[config.mk]
export PLATFORM = sky130hd
export DESIGN_NAME = perf_report_sequencer
export DESIGN_NICKNAME = d
export VERILOG_FILES = /design/src/rtl/perf_report_sequencer.sv
export SDC_FILE = /design/constraint.sdc
export NUM_CORES = 1
export LEC_CHECK = 0
export BUFFER_PORTS_ARGS = -buffer_cell sky130_fd_sc_hd__clkbuf_2
export CORE_ASPECT_RATIO = 0.7
export CORE_MARGIN = 10
export CORE_UTILIZATION = 45
export CTS_CLUSTER_SIZE = 30
export DETAILED_ROUTE_END_ITERATION = 8
export PLACE_DENSITY = 0.7
export SYNTH_ARGS = -nofsm -noshare
export SYNTH_HDL_FRONTEND = slang
export SYNTH_SLANG_ARGS = --single-unit
[constraint.sdc]
create_clock -name clk -period 4.44 [get_ports clk]
set_input_delay 0.444 -clock clk [delete_from_list [all_inputs] [get_ports clk]]
set_output_delay 0.444 -clock clk [all_outputs]
set_load 0.02 [all_outputs]
[src/rtl/perf_report_sequencer.sv]
// Snapshots the counter bank and streams it to uart_tx as a framed byte
// sequence: SYNC, counters MSB-first, XOR checksum of the payload bytes.
module perf_report_sequencer #(
    parameter int         NUM_CNT = 9,
    parameter int         CNT_W   = 32,
    parameter logic [7:0] SYNC    = 8'hA5
) (
    input  logic                     clk,
    input  logic                     rstn,
    input  logic                     trigger,
    input  logic [NUM_CNT*CNT_W-1:0] cnt_flat,
    input  logic                     tx_busy,
    output logic [7:0]               tx_din,
    output logic                     tx_start,
    output logic                     busy,
    output logic                     done,
    output logic                     overrun
);

    localparam int BPC   = CNT_W / 8;
    localparam int NB    = NUM_CNT * BPC;
    localparam int TOT   = NUM_CNT * CNT_W;
    localparam int IDX_W = $clog2(NB + 2);
    localparam logic [IDX_W-1:0] LAST_IDX = IDX_W'(NB + 1);

    typedef enum logic [2:0] {
        S_IDLE,
        S_LOAD,
        S_WAIT_HI,
        S_WAIT_LO,
        S_FIN
    } state_t;

    state_t           state_q, state_d;
    logic [TOT-1:0]   shadow_q, shadow_d;
    logic [IDX_W-1:0] idx_q, idx_d;
    logic [7:0]       chk_q, chk_d;
    logic [1:0]       guard_q, guard_d;
    logic [7:0]       tx_din_q, tx_din_d;
    logic             tx_start_q, tx_start_d;
    logic             busy_q, busy_d;
    logic             done_q, done_d;
    logic             overrun_q, overrun_d;
    logic             advance;
    logic [TOT-1:0]   ordered;

    // Shadow holds payload in transmit order so the frame is a plain left shift.
    always_comb begin
        ordered = '0;
        for (int c = 0; c < NUM_CNT; c++) begin
            for (int b = 0; b < BPC; b++) begin
                ordered[TOT-8-8*(c*BPC+b) +: 8] =
                    cnt_flat[c*CNT_W + CNT_W-8-8*b +: 8];
            end
        end
    end

    always_comb begin
        state_d    = state_q;
        shadow_d   = shadow_q;
        idx_d      = idx_q;
        chk_d      = chk_q;
        guard_d    = guard_q;
        tx_din_d   = tx_din_q;
        tx_start_d = 1'b0;
        busy_d     = busy_q;
        done_d     = 1'b0;
        overrun_d  = overrun_q;
        advance    = 1'b0;

        if (trigger && state_q != S_IDLE) begin
            overrun_d = 1'b1;
        end

        unique case (state_q)
            S_IDLE: begin
                if (trigger) begin
                    shadow_d  = ordered;
                    idx_d     = '0;
                    chk_d     = '0;
                    busy_d    = 1'b1;
                    overrun_d = 1'b0;
                    state_d   = S_LOAD;
                end
            end
            S_LOAD: begin
                tx_start_d = 1'b1;
                guard_d    = '0;
                state_d    = S_WAIT_HI;
                if (idx_q == '0) begin
                    tx_din_d = SYNC;
                end else if (idx_q == LAST_IDX) begin
                    tx_din_d = chk_q;
                end else begin
                    tx_din_d = shadow_q[TOT-1 -: 8];
                    chk_d    = chk_q ^ shadow_q[TOT-1 -: 8];
                    shadow_d = shadow_q << 8;
                end
            end
            S_WAIT_HI: begin
                // A UART that never raises busy is treated as already done.
                if (tx_busy) begin
                    state_d = S_WAIT_LO;
                end else if (guard_q == 2'd3) begin
                    advance = 1'b1;
                end else begin
                    guard_d = guard_q + 2'd1;
                end
            end
            S_WAIT_LO: begin
                if (!tx_busy) begin
                    advance = 1'b1;
                end
            end
            S_FIN: begin
                idx_d   = '0;
                state_d = S_IDLE;
            end
            default: begin
                state_d = S_IDLE;
            end
        endcase

        if (advance) begin
            if (idx_q == LAST_IDX) begin
                state_d = S_FIN;
                done_d  = 1'b1;
                busy_d  = 1'b0;
            end else begin
                idx_d   = idx_q + IDX_W'(1);
                state_d = S_LOAD;
            end
        end
    end

    always_ff @(posedge clk or negedge rstn) begin
        if (!rstn) begin
            state_q    <= S_IDLE;
            shadow_q   <= '0;
            idx_q      <= '0;
            chk_q      <= '0;
            guard_q    <= '0;
            tx_din_q   <= '0;
            tx_start_q <= 1'b0;
            busy_q     <= 1'b0;
            done_q     <= 1'b0;
            overrun_q  <= 1'b0;
        end else begin
            state_q    <= state_d;
            shadow_q   <= shadow_d;
            idx_q      <= idx_d;
            chk_q      <= chk_d;
            guard_q    <= guard_d;
            tx_din_q   <= tx_din_d;
            tx_start_q <= tx_start_d;
            busy_q     <= busy_d;
            done_q     <= done_d;
            overrun_q  <= overrun_d;
        end
    end

    assign tx_din   = tx_din_q;
    assign tx_start = tx_start_q;
    assign busy     = busy_q;
    assign done     = done_q;
    assign overrun  = overrun_q;

endmodule
==> flow_summary_export.csv, run 1 <==
group,metric,value,unit
floorplan,initial_core_util,45.8,%
critical_path,startpoint_type,"flip-flop",
critical_path,worstReg2RegStart,"idx_q[0]",
global_route,track_usage,18.7,%
synth,syn_area_per_cell,12.8,sq um
critical_path,crit_arrival,3.26,ns
synth,synth_area_leaders,"dfrtp_1, nand2b_1, o221a_1",
clock_network,clock-sinks,319,
synth,synthArstFlopShare,100,%
placed_design,hpwl,25600,um
floorplan,die_x,234,um
power,combPwrFrac,32.0,%
synth,yosys.area.top_type_share,55.6,%
route,drt-initial-drc-count,954,
placed_design,place_area,16000,sq um
route,wl_per_cell,21.1,um
clock_network,cts_root_buf,"clkbuf_16",
clock_network,hold_buffers,1,
min_path,min_path_cells,3,
layout,final-instance-count-excl-fill,1813,
synth,syn_inst,1124,
min_path,hold_path_class,"in -> reg",
timing,fin_crit,2.76,ns
route,vias,10279,
clock_network,cts_tree,"done",
power,p_clk_share,24.7,%
placed_design,io_buffers,303,
clock_network,cts_htree_levels,1,
clock_network,clk_pin_slew_worst_paths,0.06,ns
clock_network,cts_setup_buffers,0,
synth,ys_ff_latch,319,
critical_path,worstSetupPathType,"reg -> reg",
min_path,hp-start,"cnt_flat[256]",
synth,synth_ff_type,"dfrtp_1",
layout,nFillCells,2642,
route,first_pass_iters,7,
critical_path,path_max_fanout,147,
power,power.total,12200,uW
synth,synth_edf_count,0,
layout,drive_gt1_share,37.0,%
floorplan,core,31400,sq um
floorplan,io_pins,304,
power,p_per_area,707,nW/um^2
global_route,grt_pass1_vias,10651,
route,vias_per_cell,5.67,
synth,syn_nets,1420,
timing,slew_headroom,38.0,%
floorplan,die-height,170,um
clock_network,insertion_delay,0.56,ns
placed_design,dp.cells,1754,
synth,synth_cell_types,40,
clock_network,cts_resized,0,
synth,post-synth-top-count-cell,"dfrtp_1",
power,peakVddDrop,0.000496,V
global_route,gr-total-overflow,0,
job,max_cap_viol_count,0,
power,p_switching,3950,uW
timing,worstMarginPinSlew,0.930,ns
route,drc,0,
layout,final_nets,1664,
timing,period_share,62.2,%
timing,fmax,0.362,GHz
timing,rsz0062_at_grt,"false",
route,wl,38300,um
layout,syn2layout_area_growth,19.6,%
synth,syn-cell-area,14400,sq um
timing,maxSlewViolCount,0,
timing,hold_viol_final,0,
critical_path,worstPathRequired,4.94,ns
placed_design,gp_congestion,0.825,
synth,yosysWarnings,0,
power,seqPwrFrac,43.3,%
outcome,status,"finished clean",
layout,postLayoutCellArea,17200,sq um
layout,antennaDiodeCount,0,
floorplan,num_rows,54,
critical_path,crit_start,"idx_q[0]",
global_route,antenna_found_initial,0,
timing,finClkSkew,0.0104,ns
clock_network,clk_path_buf_depth,3,
global_route,grt_start_max_net_pins,192,
synth,synth_common_cells,"dfrtp_1, nand2b_1, o221a_1, o221a_2, buf_2",
power,swShare,32.5,%
synth,synth-seq-area-share,55.6,%
power,power_leakage,0.00692,uW
critical_path,reg2reg_depth,7,
critical_path,crit_path_end_kind,"flip-flop",
floorplan,die-area,39600,sq um
global_route,grt_pass1_wl,60100,um
timing,tns,0,ns
synth,netlist.top_cell.by_area,"dfrtp_1",
clock_network,cts_inserted_buffers,31,
route,ant_nets,0,
timing,setup_viol,0,
power,p_int,8200,uW
==> through the flow <==
| stage | setup WS (ns) | hold slack, ns | util, % |
|---|---|---|---|
| floorplan | 2.33 | 0.148 | - |
| global placement | 1.79 | 0.469 | 51.0 |
| detailed placement | 1.75 | 0.471 | 51.0 |
| CTS | 1.73 | 0.0576 | 54.8 |
| global route | 1.56 | 0.0718 | 54.8 |
| finish | 1.68 | 0.0893 | 54.8 |
==> critical path: stages (launching register included) <==
cell,delay [ns]
dfrtp_1,0.44
inv_1,0.08
ha_1,0.14
or3b_4,0.40
a21oi_4,0.47
nand2b_4,0.27
buf_12,0.43
o221a_1,0.29
==> layout make-up <==
| cell class | count | area, sq um | area share (%) |
|---|---|---|---|
| sequential | 319 | 7980 | 46.5 |
| multi-input combinational | 696 | 5760 | 33.5 |
| timing repair buffer | 314 | 1710 | 9.96 |
| clock buffer | 39 | 866 | 5.04 |
| tap | 420 | 526 | 3.06 |
| clock inverter | 19 | 310 | 1.81 |
| inverter | 6 | 22.5 | 0.131 |
==> kinds of logic after synthesis <==
family | Yosys count | share of synthesized area, %
AND/OR/NAND/NOR | 344 | 14.2
AO/OA/AOI/OAI | 336 | 24.6
flip-flops | 319 | 55.6
buffers and inverters | 109 | 4.53
multiplexers | 12 | 0.853
adder cells (fa/ha/maj) | 4 | 0.348
==> metal layers <==
layer	routed length, um	part of all wire [%]	GRT usage, %	vias up
met3	2220	5.8	4.39	31
met1	18300	48	27.2	5224
met2	17300	45	28.2	252
met4	473	1.2	3.27	0
li1	-	-	-	4772
met5	0	0	0	-
==> power by group through the flow <==
stage | Sequential [uW] | Combinational, uW | Clock [uW]
after global placement | 5250 | 3780 | 0
after detailed placement | 5240 | 3930 | 0
after global routing | 5410 | 4300 | 3190
final | 5260 | 3890 | 3000
after CTS | 5240 | 3930 | 3070
after floorplan | 4920 | 3320 | 0
==> cells in the final DEF (no fill, tap or decap), types with 9 or more instances in the layout <==
master and count:
clkbuf_2 302, o211ai_1 9, o21ai_0 18, o221a_2 133, dfrtp_1 319, mux2i_1 10, nand2_1 33, nand2b_1 280
clkbuf_16 31, o221a_1 147, nor2_1 15
==> worst paths after layout <==
path	endpoint	slack [ns]
max in group asynchronous	shadow_q[119]	2.82
worst max-delay path	shadow_q[131]	1.68
min in group asynchronous	guard_q[0]	0.58
worst min register to register	chk_q[3]	0.48
worst max register to register	shadow_q[131]	1.68
worst min-delay path	shadow_q[0]	0.09
==> state kept, by name, summed over array words and instances (netlist names), named ones only <==
register	flops
busy	1
tx_start	1
chk_q	8
done	1
state_q	3
guard_q	2
tx_din	8
shadow_q	288
idx_q	6
No activity file was read; power rests on OpenSTA's default activity.
==> run 2, diff against run 1 <==
--- a/config.mk
+++ b/config.mk
@@ -11,7 +11,7 @@
 export CORE_UTILIZATION = 45
 export CTS_CLUSTER_SIZE = 30
 export DETAILED_ROUTE_END_ITERATION = 8
-export PLACE_DENSITY = 0.7
+export PLACE_DENSITY = 0.72
 export SYNTH_ARGS = -nofsm -noshare
 export SYNTH_HDL_FRONTEND = slang
 export SYNTH_SLANG_ARGS = --single-unit
==> constraint.sdc (replaced) <==
create_clock -name clk -period 2.54 [get_ports clk]
set_input_delay 0.254 -clock clk [delete_from_list [all_inputs] [get_ports clk]]
set_output_delay 0.254 -clock clk [all_outputs]
set_load 0.02 [all_outputs]
==> flow_summary_export.csv, run 2 (synthesis results as in run 1) <==
group,metric,value,unit
power,p_per_area,1210,nW/um^2
clock_network,insertion_delay,0.55,ns
clock_network,cts_inserted_buffers,30,
outcome,status,"finished clean",
clock_network,cts_htree_levels,1,
clock_network,cts_root_buf,"clkbuf_16",
timing,fin_crit,2.41,ns
layout,final_nets,1703,
job,max_cap_viol_count,0,
route,wl_per_cell,20.9,um
route,vias,10415,
route,ant_nets,0,
timing,maxSlewViolCount,0,
global_route,grt_pass1_wl,60900,um
timing,slew_headroom,49.0,%
floorplan,die-area,39600,sq um
route,wl_met2,17700,um
route,highest_layer,"met4",
layout,drive_gt1_share,37.7,%
power,peakVddDrop,0.000560,V
route,wl,38800,um
layout,final-seq-area,7980,sq um
global_route,grt_pass1_vias,10969,
route,first_pass_iters,5,
placed_design,place_area,16300,sq um
critical_path,crit_arrival,2.89,ns
layout,layout_commonest_cell,"dfrtp_1",
route,vias_per_cell,5.63,
timing,finClkSkew,0.0133,ns
route,drc,0,
clock_network,clock-sinks,319,
route,drt-met1-wl,18200,um
floorplan,core,31400,sq um
layout,largest_reg_flops,288,
global_route,track_usage,18.9,%
route,wl_met3,2290,um
clock_network,cts_tree,"done",
floorplan,die-height,170,um
layout,mostFrequentLayoutCells,"dfrtp_1, clkbuf_2, nand2b_1, o221a_1, o221a_2",
power,power_leakage,0.00708,uW
layout,regMostFlops,"shadow_q",
global_route,antenna_found_initial,1,
global_route,grt_start_max_net_pins,147,
floorplan,initial_core_util,45.8,%
timing,hold_viol_final,0,
layout,syn2layout_area_growth,21.5,%
critical_path,worstPathRequired,3.02,ns
critical_path,worstSetupPathType,"reg -> reg",
placed_design,gp_congestion,0.825,
critical_path,crit_path_end_kind,"flip-flop",
critical_path,path_max_fanout,49,
global_route,gr-total-overflow,0,
layout,postLayoutCellArea,17500,sq um
layout,nFillCells,2636,
timing,period_share,95.0,%
timing,fmax,0.415,GHz
route,drt-initial-drc-count,892,
placed_design,hpwl,27400,um
clock_network,clk_pin_slew_worst_paths,0.07,ns
floorplan,num_rows,54,
clock_network,clk_path_buf_depth,3,
layout,multi_input_area,5770,sq um
timing,setup_viol,0,
floorplan,io_pins,304,
min_path,hold_path_class,"in -> reg",
critical_path,startpoint_type,"flip-flop",
floorplan,die_x,234,um
timing,rsz0062_at_grt,"false",
placed_design,io_buffers,303,
timing,tns,0,ns
timing,worstMarginPinSlew,0.765,ns
run 2: changes by cell type in the layout (fill, tap and decap cells not counted), moves of 5 or more:
cell,delta
clkbuf_1,+5
bufinv_16,-5
buf_4,+22
buf_12,+8
dlygate4sd3_1,+8
run 2: worst max-delay path, cell delays in order (launching register included):
cell and delay [ns]:
dfrtp_1 0.45, inv_1 0.09, ha_1 0.14, or3b_4 0.40, a21oi_4 0.21, buf_4 0.19
nand2b_4 0.17, buf_16 0.23, buf_12 0.21, o221a_2 0.20
run 2: area by class of cell:
cell class              count  share of cell area, %
clock inverters            12                  0.788
clock buffers              43                   4.99
diodes                      1                 0.0143
multi-input cells         697                   33.1
flip-flops and latches    319                   45.7
well taps                 420                   3.01
repair buffers            353                   12.3
inverters                   6                  0.129
run 2: where the power goes:
part / switching (uW) / internal (uW)
logic: 3390 / 3940
clock network: 1900 / 2680
registers: 1640 / 7520
total: 6940 / 14100
run 2: what timing repair did:
action | 4_1_cts | 5_1_grt
hold endpoints to repair | 76 | 0
gates resized for setup | 0 | 1
endpoints found under the setup margin | 0 | 147
setup buffers | 0 | 1
hold buffers | 9 | 0
run 2: per-stage QoR:
step	total power [uW]	std cells	hold WS [ns]	worst slack (ns)	utilization [%]
after floorplan	14400	1124	-0.0416	0.435	-
after global placement	16200	1784	0.292	0.111	52.1
after detailed placement	16500	1784	0.292	0.0423	52.1
after CTS	21100	1848	0.00917	0.0235	55.6
after global routing	22400	1851	0.0289	0.0169	55.7
final	21100	1851	0.0397	0.128	55.7
run 2: worst paths after layout:
path,from,end,slack [ns],cells past startpoint
worst max-delay path,idx_q[0],shadow_q[106],0.13,9
worst min-delay path,cnt_flat[64],shadow_q[192],0.04,3
worst max register to register,idx_q[0],shadow_q[106],0.13,9
worst min register to register,tx_din[6],tx_din[6],0.48,2
max in group asynchronous,rstn,shadow_q[180],1.53,3
min in group asynchronous,rstn,async pin,0.30,2
run 2: metal layers:
| metal | up-vias | track usage [%] |
|---|---|---|
| li1 | 4849 | - |
| met1 | 5236 | 27.3 |
| met2 | 289 | 28.8 |
| met3 | 41 | 4.29 |
| met4 | 0 | 3.44 |
| met5 | - | 0 |
